$ cat config.mk
export PLATFORM = sky130hd
export DESIGN_NAME = branch_pred_ctrl
export DESIGN_NICKNAME = d
export VERILOG_FILES = /design/src/rtl/branch_pred_ctrl_pkg.sv /design/src/rtl/branch_pred_ctrl_btb_table.sv /design/src/rtl/branch_pred_ctrl.sv
export SDC_FILE = /design/constraint.sdc
export NUM_CORES = 1
export LEC_CHECK = 0
export CORE_AREA = 2 2 233 235
export DETAILED_ROUTE_END_ITERATION = 7
export DIE_AREA = 0 0 235 237
export DONT_BUFFER_PORTS = 1
export SYNTH_ARGS = -nofsm -noshare
export SYNTH_HDL_FRONTEND = slang
export SYNTH_HIERARCHICAL = 1
export SYNTH_SLANG_ARGS = --single-unit
$ cat constraint.sdc
create_clock -name clk -period 11.3 [get_ports clk]
set_input_delay 1.13 -clock clk [delete_from_list [all_inputs] [get_ports clk]]
set_output_delay 1.13 -clock clk [all_outputs]
set_load 0.01 [all_outputs]
$ cat src/rtl/branch_pred_ctrl_pkg.sv
// Shared definitions for the branch predictor: resolved-branch type codes,
// 2-bit counter states and the saturating counter helpers.
package branch_pred_ctrl_pkg;

    localparam logic [1:0] TYPE_B    = 2'b00;
    localparam logic [1:0] TYPE_JR   = 2'b01;
    localparam logic [1:0] TYPE_BEQZ = 2'b10;
    localparam logic [1:0] TYPE_BNEZ = 2'b11;

    localparam logic [1:0] CNT_SNT = 2'b00;
    localparam logic [1:0] CNT_WNT = 2'b01;
    localparam logic [1:0] CNT_WT  = 2'b10;
    localparam logic [1:0] CNT_ST  = 2'b11;

    function automatic logic [1:0] cnt_inc(input logic [1:0] c);
        return (c == CNT_ST) ? CNT_ST : c + 2'd1;
    endfunction

    function automatic logic [1:0] cnt_dec(input logic [1:0] c);
        return (c == CNT_SNT) ? CNT_SNT : c - 2'd1;
    endfunction

endpackage

$ cat src/rtl/branch_pred_ctrl_btb_table.sv
// Direct-mapped BTB storage: valid/tag/target/counter per entry.
// The write port exposes the current entry at wr_idx so the caller can do read-modify-write.
module btb_table
    import branch_pred_ctrl_pkg::*;
#(
    parameter int         IDX_W    = 3,
    parameter logic [1:0] CNT_INIT = CNT_WNT
) (
    input  logic               clk,
    input  logic               rst,
    input  logic [IDX_W-1:0]   rd_idx,
    output logic               rd_valid,
    output logic [15-IDX_W:0]  rd_tag,
    output logic [15:0]        rd_tgt,
    output logic [1:0]         rd_cnt,
    input  logic [IDX_W-1:0]   wr_idx,
    output logic               wr_cur_valid,
    output logic [15-IDX_W:0]  wr_cur_tag,
    output logic [15:0]        wr_cur_tgt,
    output logic [1:0]         wr_cur_cnt,
    input  logic               wr_en,
    input  logic [15-IDX_W:0]  wr_tag,
    input  logic [15:0]        wr_tgt,
    input  logic [1:0]         wr_cnt
);
    localparam int ENTRIES = 1 << IDX_W;
    localparam int TAG_W   = 16 - IDX_W;

    logic [ENTRIES-1:0]            valid_q, valid_d;
    logic [ENTRIES-1:0][TAG_W-1:0] tag_q, tag_d;
    logic [ENTRIES-1:0][15:0]      tgt_q, tgt_d;
    logic [ENTRIES-1:0][1:0]       cnt_q, cnt_d;

    assign rd_valid     = valid_q[rd_idx];
    assign rd_tag       = tag_q[rd_idx];
    assign rd_tgt       = tgt_q[rd_idx];
    assign rd_cnt       = cnt_q[rd_idx];
    assign wr_cur_valid = valid_q[wr_idx];
    assign wr_cur_tag   = tag_q[wr_idx];
    assign wr_cur_tgt   = tgt_q[wr_idx];
    assign wr_cur_cnt   = cnt_q[wr_idx];

    always_comb begin
        valid_d = valid_q;
        tag_d   = tag_q;
        tgt_d   = tgt_q;
        cnt_d   = cnt_q;
        if (wr_en) begin
            valid_d[wr_idx] = 1'b1;
            tag_d[wr_idx]   = wr_tag;
            tgt_d[wr_idx]   = wr_tgt;
            cnt_d[wr_idx]   = wr_cnt;
        end
    end

    always_ff @(posedge clk or posedge rst) begin
        if (rst) begin
            valid_q <= '0;
            tag_q   <= '0;
            tgt_q   <= '0;
            cnt_q   <= {ENTRIES{CNT_INIT}};
        end else begin
            valid_q <= valid_d;
            tag_q   <= tag_d;
            tgt_q   <= tgt_d;
            cnt_q   <= cnt_d;
        end
    end

endmodule

$ cat src/rtl/branch_pred_ctrl.sv
// Branch predictor and redirect controller: IF-stage BTB lookup, ID-stage
// outcome/mispredict detection, redirect generation and BTB training.
module branch_pred_ctrl
    import branch_pred_ctrl_pkg::*;
#(
    parameter int         IDX_W    = 3,
    parameter logic [1:0] CNT_INIT = 2'b01
) (
    input  logic        clk,
    input  logic        rst,
    input  logic [15:0] if_pc,
    output logic        pred_taken,
    output logic [15:0] pred_target,
    input  logic        res_valid,
    input  logic [15:0] res_pc,
    input  logic [1:0]  res_type,
    input  logic        res_zero,
    input  logic [15:0] res_target,
    input  logic        res_pred_taken,
    input  logic [15:0] res_pred_target,
    output logic        flush,
    output logic [15:0] redirect_pc,
    output logic [15:0] mispred_cnt
);
    logic              rd_valid;
    logic [15-IDX_W:0] rd_tag;
    logic [15:0]       rd_tgt;
    logic [1:0]        rd_cnt;
    logic              cur_valid;
    logic [15-IDX_W:0] cur_tag;
    logic [15:0]       cur_tgt;
    logic [1:0]        cur_cnt;
    logic              wr_en;
    logic [15:0]       wr_tgt;
    logic [1:0]        wr_cnt;

    logic        hit, taken, mispred, res_hit;
    logic [15:0] mispred_cnt_q, mispred_cnt_d;

    btb_table #(.IDX_W(IDX_W), .CNT_INIT(CNT_INIT)) u_btb (
        .clk          (clk),
        .rst          (rst),
        .rd_idx       (if_pc[IDX_W-1:0]),
        .rd_valid     (rd_valid),
        .rd_tag       (rd_tag),
        .rd_tgt       (rd_tgt),
        .rd_cnt       (rd_cnt),
        .wr_idx       (res_pc[IDX_W-1:0]),
        .wr_cur_valid (cur_valid),
        .wr_cur_tag   (cur_tag),
        .wr_cur_tgt   (cur_tgt),
        .wr_cur_cnt   (cur_cnt),
        .wr_en        (wr_en),
        .wr_tag       (res_pc[15:IDX_W]),
        .wr_tgt       (wr_tgt),
        .wr_cnt       (wr_cnt)
    );

    assign hit         = rd_valid && (rd_tag == if_pc[15:IDX_W]);
    assign pred_taken  = hit && rd_cnt[1];
    assign pred_target = pred_taken ? rd_tgt : if_pc + 16'd1;

    always_comb begin
        unique case (res_type)
            TYPE_B, TYPE_JR: taken = 1'b1;
            TYPE_BEQZ:       taken = res_zero;
            default:         taken = !res_zero;
        endcase
    end

    assign mispred     = res_valid && ((taken != res_pred_taken) ||
                                       (taken && (res_target != res_pred_target)));
    assign flush       = mispred;
    assign redirect_pc = !res_valid ? 16'h0000 : (taken ? res_target : res_pc + 16'd1);

    // JR targets come from a register, so they never touch the table.
    assign res_hit = cur_valid && (cur_tag == res_pc[15:IDX_W]);

    always_comb begin
        wr_en  = 1'b0;
        wr_tgt = cur_tgt;
        wr_cnt = cur_cnt;
        if (res_valid && (res_type != TYPE_JR)) begin
            if (res_hit) begin
                wr_en = 1'b1;
                if (taken) begin
                    wr_cnt = cnt_inc(cur_cnt);
                    wr_tgt = res_target;
                end else begin
                    wr_cnt = cnt_dec(cur_cnt);
                end
            end else if (taken) begin
                wr_en  = 1'b1;
                wr_tgt = res_target;
                wr_cnt = (res_type == TYPE_B) ? CNT_ST : CNT_WT;
            end
        end
    end

    always_comb begin
        mispred_cnt_d = mispred_cnt_q;
        if (mispred && (mispred_cnt_q != 16'hFFFF))
            mispred_cnt_d = mispred_cnt_q + 16'd1;
    end

    always_ff @(posedge clk or posedge rst) begin
        if (rst) mispred_cnt_q <= '0;
        else     mispred_cnt_q <= mispred_cnt_d;
    end

    assign mispred_cnt = mispred_cnt_q;

endmodule
Yosys cells after proc, flatten, opt, wreduce, memory -nomap -nowiden
Index checks and enable logic that the tools add are counted.

word-level totals
  flip-flop bits (word level) = 272
  input bits = 71
  word-level logic and storage cells = 100

cells by class
  add/subtract/negate cells = 5
  magnitude comparators = 3
  eq/ne operators = 9
  multiplexer cells = 43
  bitwise logic cells = 1
  reductions and logical operators = 13

operators by type and width
  kind                   number
  $bwmux 128             1
  $mux 16                8
  $bwmux 104             1
  $bmux 16 s3            2
  $bmux 13 s3            2
  $add 16x1->16 const B  3
  $demux 16 s3           1
  $demux 13 s3           1
  $mux 13                3
  $eq 13x13->1           2
  $mux 2                 9
  $bwmux 16              1
  $ne 16x16->1           1
  $ne 16x16->1 const B   1
  $bmux 2 s3             2
  $logic_and 1x1->1      8
  $lt 3x4->1 const B     2
  $or 8x8->8             1
  $mux 1                 7
  $bmux 1 s3             2
  $demux 2 s3            1
  $eq 2x2->1 const B     2
  $logic_not 2->1        2
  $demux 1 s3            1
  10 further kinds       10

Logic depth before layout (Yosys ltp)
  depth after elaboration = 8
  gate-level depth with buffers = 15

By module
Netlist, hierarchy kept.

by module, submodules not included
  module            times used  cells an instance  area each (um^2)  seq. area each (um^2)
  btb_table         1           779                13362.8           6416.2
  branch_pred_ctrl  1           324                2457.4            400.4

Worst setup path before layout
No wires, ideal clock.

  path type = input to output
  from = input if_pc[2]
  to = output pred_target[15]
  data arrival time = 3700 ps
  setup slack = 6470 ps
  stages = 12
  buffers on the path = 5
  cell sequence = buf_4 > buf_4 > buf_2 > mux4_2 > mux2_2 > xor2_1 > nor2_1 > nand3_1 > or4_1 > buf_6 > buf_6 > a21oi_1

between the ends
  cells in the longest elaborated chain, start to end = 6

ends and longest elaborated chain
  item                           line                              text
  from (decl)                    branch_pred_ctrl.sv:11            input logic [15:0] if_pc,
  $bmux 13 s3                    branch_pred_ctrl_btb_table.sv:35  assign rd_tag = tag_q[rd_idx];
  $mux 13 (not written as such)  branch_pred_ctrl_btb_table.sv:35
  named net rd_tag[11]           branch_pred_ctrl.sv:26            logic [15-IDX_W:0] rd_tag;
  $eq 13x13->1                   branch_pred_ctrl.sv:59            assign hit = rd_valid && (rd_tag == if_pc[15:IDX_W]);
  $logic_and 1x1->1              branch_pred_ctrl.sv:59
  $logic_and 1x1->1              branch_pred_ctrl.sv:60            assign pred_taken = hit && rd_cnt[1];
  $mux 16                        branch_pred_ctrl.sv:61            assign pred_target = pred_taken ? rd_tgt : if_pc + 16'd1;
  to (decl)                      branch_pred_ctrl.sv:13            output logic [15:0] pred_target,

The timed path passes the listed nets, and every way through them passes these cells. The select of a mux whose other input is x is not followed.

Worst setup path in the final report
  from = input if_pc[0]
  to = output pred_target[2]

The elaborated chain is that of the path after synthesis.

==> impl_metrics.yaml <==
routing:
  postRouteAntennaNets: 0
  post_drt_via_cell_ratio: 5.502
  drc: 0
  drt-total-wl_mm: 45.28
  wire_per_inst_um: 25.27
  drt_iter0_drc: 818
  first_pass_iters: 5
  via_count: 9860
critical_path:
  worstSetupPathType: "in -> out"
  critical_path.max_fanout: 65
  start_kind: "primary input"
  reg2reg_depth: 10
  worstPathRequired_ps: 10170
  reg2reg_from: "u_btb/tag_q[50]"
  nature_of_the_critical_path_endpoint: "output port"
  timing.reg2reg.setup_slack_ps: 6500
  worst-endpoint-arrival_ps: 4020
  timing.rr.end: "u_btb/tgt_q[109]"
global_routing:
  grt_pass1_wl_mm: 67.94
  antenna_found_initial: 3
  gr-usage-all-layers_pct: 16.13
  first_global_vias: 10140
  pin_count_of_the_biggest_net_entering_global_routing: 123
  grt_overflow: 0
power_and_ir_drop:
  cellLeakagePower_uw: 0.007143
  power_density_nw_per_um2: 193.1
  ir_worst_vdd_mv: 0.1362
clocking:
  clock_insertion_delay_worst_skew_ps: 600
  post-cts-setup-buffer-count: 0
  hold_buffers: 0
  cts_buffers: 31
  clockBufferDepth: 3
  cts.htree.levels: 1
  tritoncts_num_sinks: 272
  root_buffer_cell: "sky130_fd_sc_hd__clkbuf_16"
  clkSlewWorstSetupHoldPaths_ps: 60
  tritoncts: "yes"
  post_cts_resized: 0
placed_design:
  numPortBuffers: 0
  post-place-ws_ps: 5828
  detailedPlacementHpwl_mm: 29.57
  gp_congestion: 0.8242
floorplan:
  chipHeight_um: 237
  floorplan.core_area_um2: 53280
  num_io_pins: 121
  floorplan.rows: 85
  die_width_um: 235
  floorplan.initialDensity_pct: 29.59
  die_area_um2: 55700
layout:
  areaGrowthSynthToFinish_pct: 10.41
  finalNetCount: 1143
  layout.filler_cells: 5164
  post_route_cells_drive_above_1_share_pct: 49.45
timing:
  worst_margin_pin_slew_ps: 1266
  finalCritPeriodShare_pct: 45.57
  tns_ps: 0
  finClkSkew_ps: 23.12
  final.min_clock_period_ps: 5150
  final-setup-viol-count: 0
  slew_headroom_pct: 15.13
  report.final.slew_viol_count: 0
  hold_violations: 0
  final.setup.worst_slack_ps: 6150
  maxClockFrequency_mhz: 194.2
  grt_setup_unrepaired: "false"
worst_hold_path:
  timing.hold.worst_endpoint: "u_btb/valid_q[6]"
  worstHoldPathType: "reg -> reg"
  hold_path.startpoint: "u_btb/valid_q[6]"
  worstHoldPathCells: 1
yosys:
  synthesis.nets: 1174
  mappedNetlistArea_um2: 15760
  synth_warn: 6
  synthCells: 1100
  postSynthAreaPerCell_um2: 14.33
job:
  maxCapViolations: 0
run_status:
  run_status: "finished, final reports clean"
==> where the power goes <==
group / total, uW / switching, uW / internal, uW
clock: 1060 / 426 / 634
sequential: 1470 / 220 / 1250
combinational: 827 / 293 / 534
==> registers in the layout, summed over array words and instances, names as in the netlist <==
register,count
u_btb/tgt_q,128
u_btb/valid_q,8
u_btb/tag_q,104
u_btb/cnt_q,16
mispred_cnt,16
==> worst max-delay path, stage by stage <==
cell and delay (ps):
sky130_fd_sc_hd__mux4_2 500, sky130_fd_sc_hd__mux2_2 380, sky130_fd_sc_hd__xor2_1 180, sky130_fd_sc_hd__nor2_1 130, sky130_fd_sc_hd__nand3_1 80, sky130_fd_sc_hd__or4_1 1000
sky130_fd_sc_hd__nor2_1 410, sky130_fd_sc_hd__a21oi_1 150
==> per-layer routing <==
| metal | up-vias | part of all wire (%) | track usage [%] |
|---|---|---|---|
| met3 | 69 | 11 | 6.738 |
| li1 | 4122 | - | - |
| met1 | 5325 | 44 | 21.97 |
| met4 | 4 | 2.1 | 4.162 |
| met5 | - | 0.060 | 0 |
| met2 | 340 | 44 | 23.61 |
==> cell usage in the layout, fill, tap and decap left out, types with 3 or more instances in the layout <==
cell / instances
sky130_fd_sc_hd__nor4_1: 6
sky130_fd_sc_hd__nand2_1: 24
sky130_fd_sc_hd__xnor2_1: 53
sky130_fd_sc_hd__clkbuf_16: 31
sky130_fd_sc_hd__xor2_1: 32
sky130_fd_sc_hd__nor2_1: 41
sky130_fd_sc_hd__nand2b_1: 5
sky130_fd_sc_hd__clkbuf_8: 6
sky130_fd_sc_hd__nor4bb_4: 3
sky130_fd_sc_hd__or2_2: 4
sky130_fd_sc_hd__dfrtp_1: 264
sky130_fd_sc_hd__inv_1: 11
sky130_fd_sc_hd__clkinv_2: 10
sky130_fd_sc_hd__nor3_1: 4
sky130_fd_sc_hd__nand3_1: 25
sky130_fd_sc_hd__bufinv_16: 4
sky130_fd_sc_hd__mux2_2: 323
sky130_fd_sc_hd__buf_4: 13
sky130_fd_sc_hd__a211oi_1: 16
sky130_fd_sc_hd__ha_1: 3
sky130_fd_sc_hd__dfstp_2: 8
sky130_fd_sc_hd__mux4_2: 126
sky130_fd_sc_hd__nand4_1: 17
sky130_fd_sc_hd__mux2_1: 7
sky130_fd_sc_hd__and3_1: 11
sky130_fd_sc_hd__a21oi_2: 3
sky130_fd_sc_hd__clkinvlp_4: 4
sky130_fd_sc_hd__a21oi_1: 16
==> layout make-up <==
class	instances	area, um^2	area share (%)
tap	696	870.8	5.004
inverter	12	52.55	0.3019
clock inverter	19	220.2	1.265
timing repair buffer	13	97.59	0.5607
multi-input combinational	739	8476	48.70
clock buffer	39	865.8	4.975
sequential	272	6817	39.17
antenna	2	5.005	0.02876
==> stage by stage <==
step	total power, uW	cell area [um^2]	instances	hold WS (ps)	utilization, %
detailed placement	2311	16310	1732	470.1	30.62
finish	3360	17400	1792	491.8	32.66
global placement	2279	16310	1732	469.0	30.62
CTS	3382	17400	1790	484.6	32.65
floorplan	2120	15760	1100	446.1	-
global route	3527	17400	1791	494.8	32.66
==> worst max-delay path by stage <==
stage | start | to | slack (ps)
floorplan | rst | u_btb/cnt_q[11] | 3140
global placement | res_pc[0] | u_btb/tag_q[30] | 5880
detailed placement | res_pc[0] | u_btb/tgt_q[96] | 5830
CTS | if_pc[0] | pred_target[6] | 6190
global route | if_pc[0] | pred_target[2] | 6020
finish | if_pc[0] | pred_target[2] | 6150
Note: power is estimated with default switching activity, not from simulation.
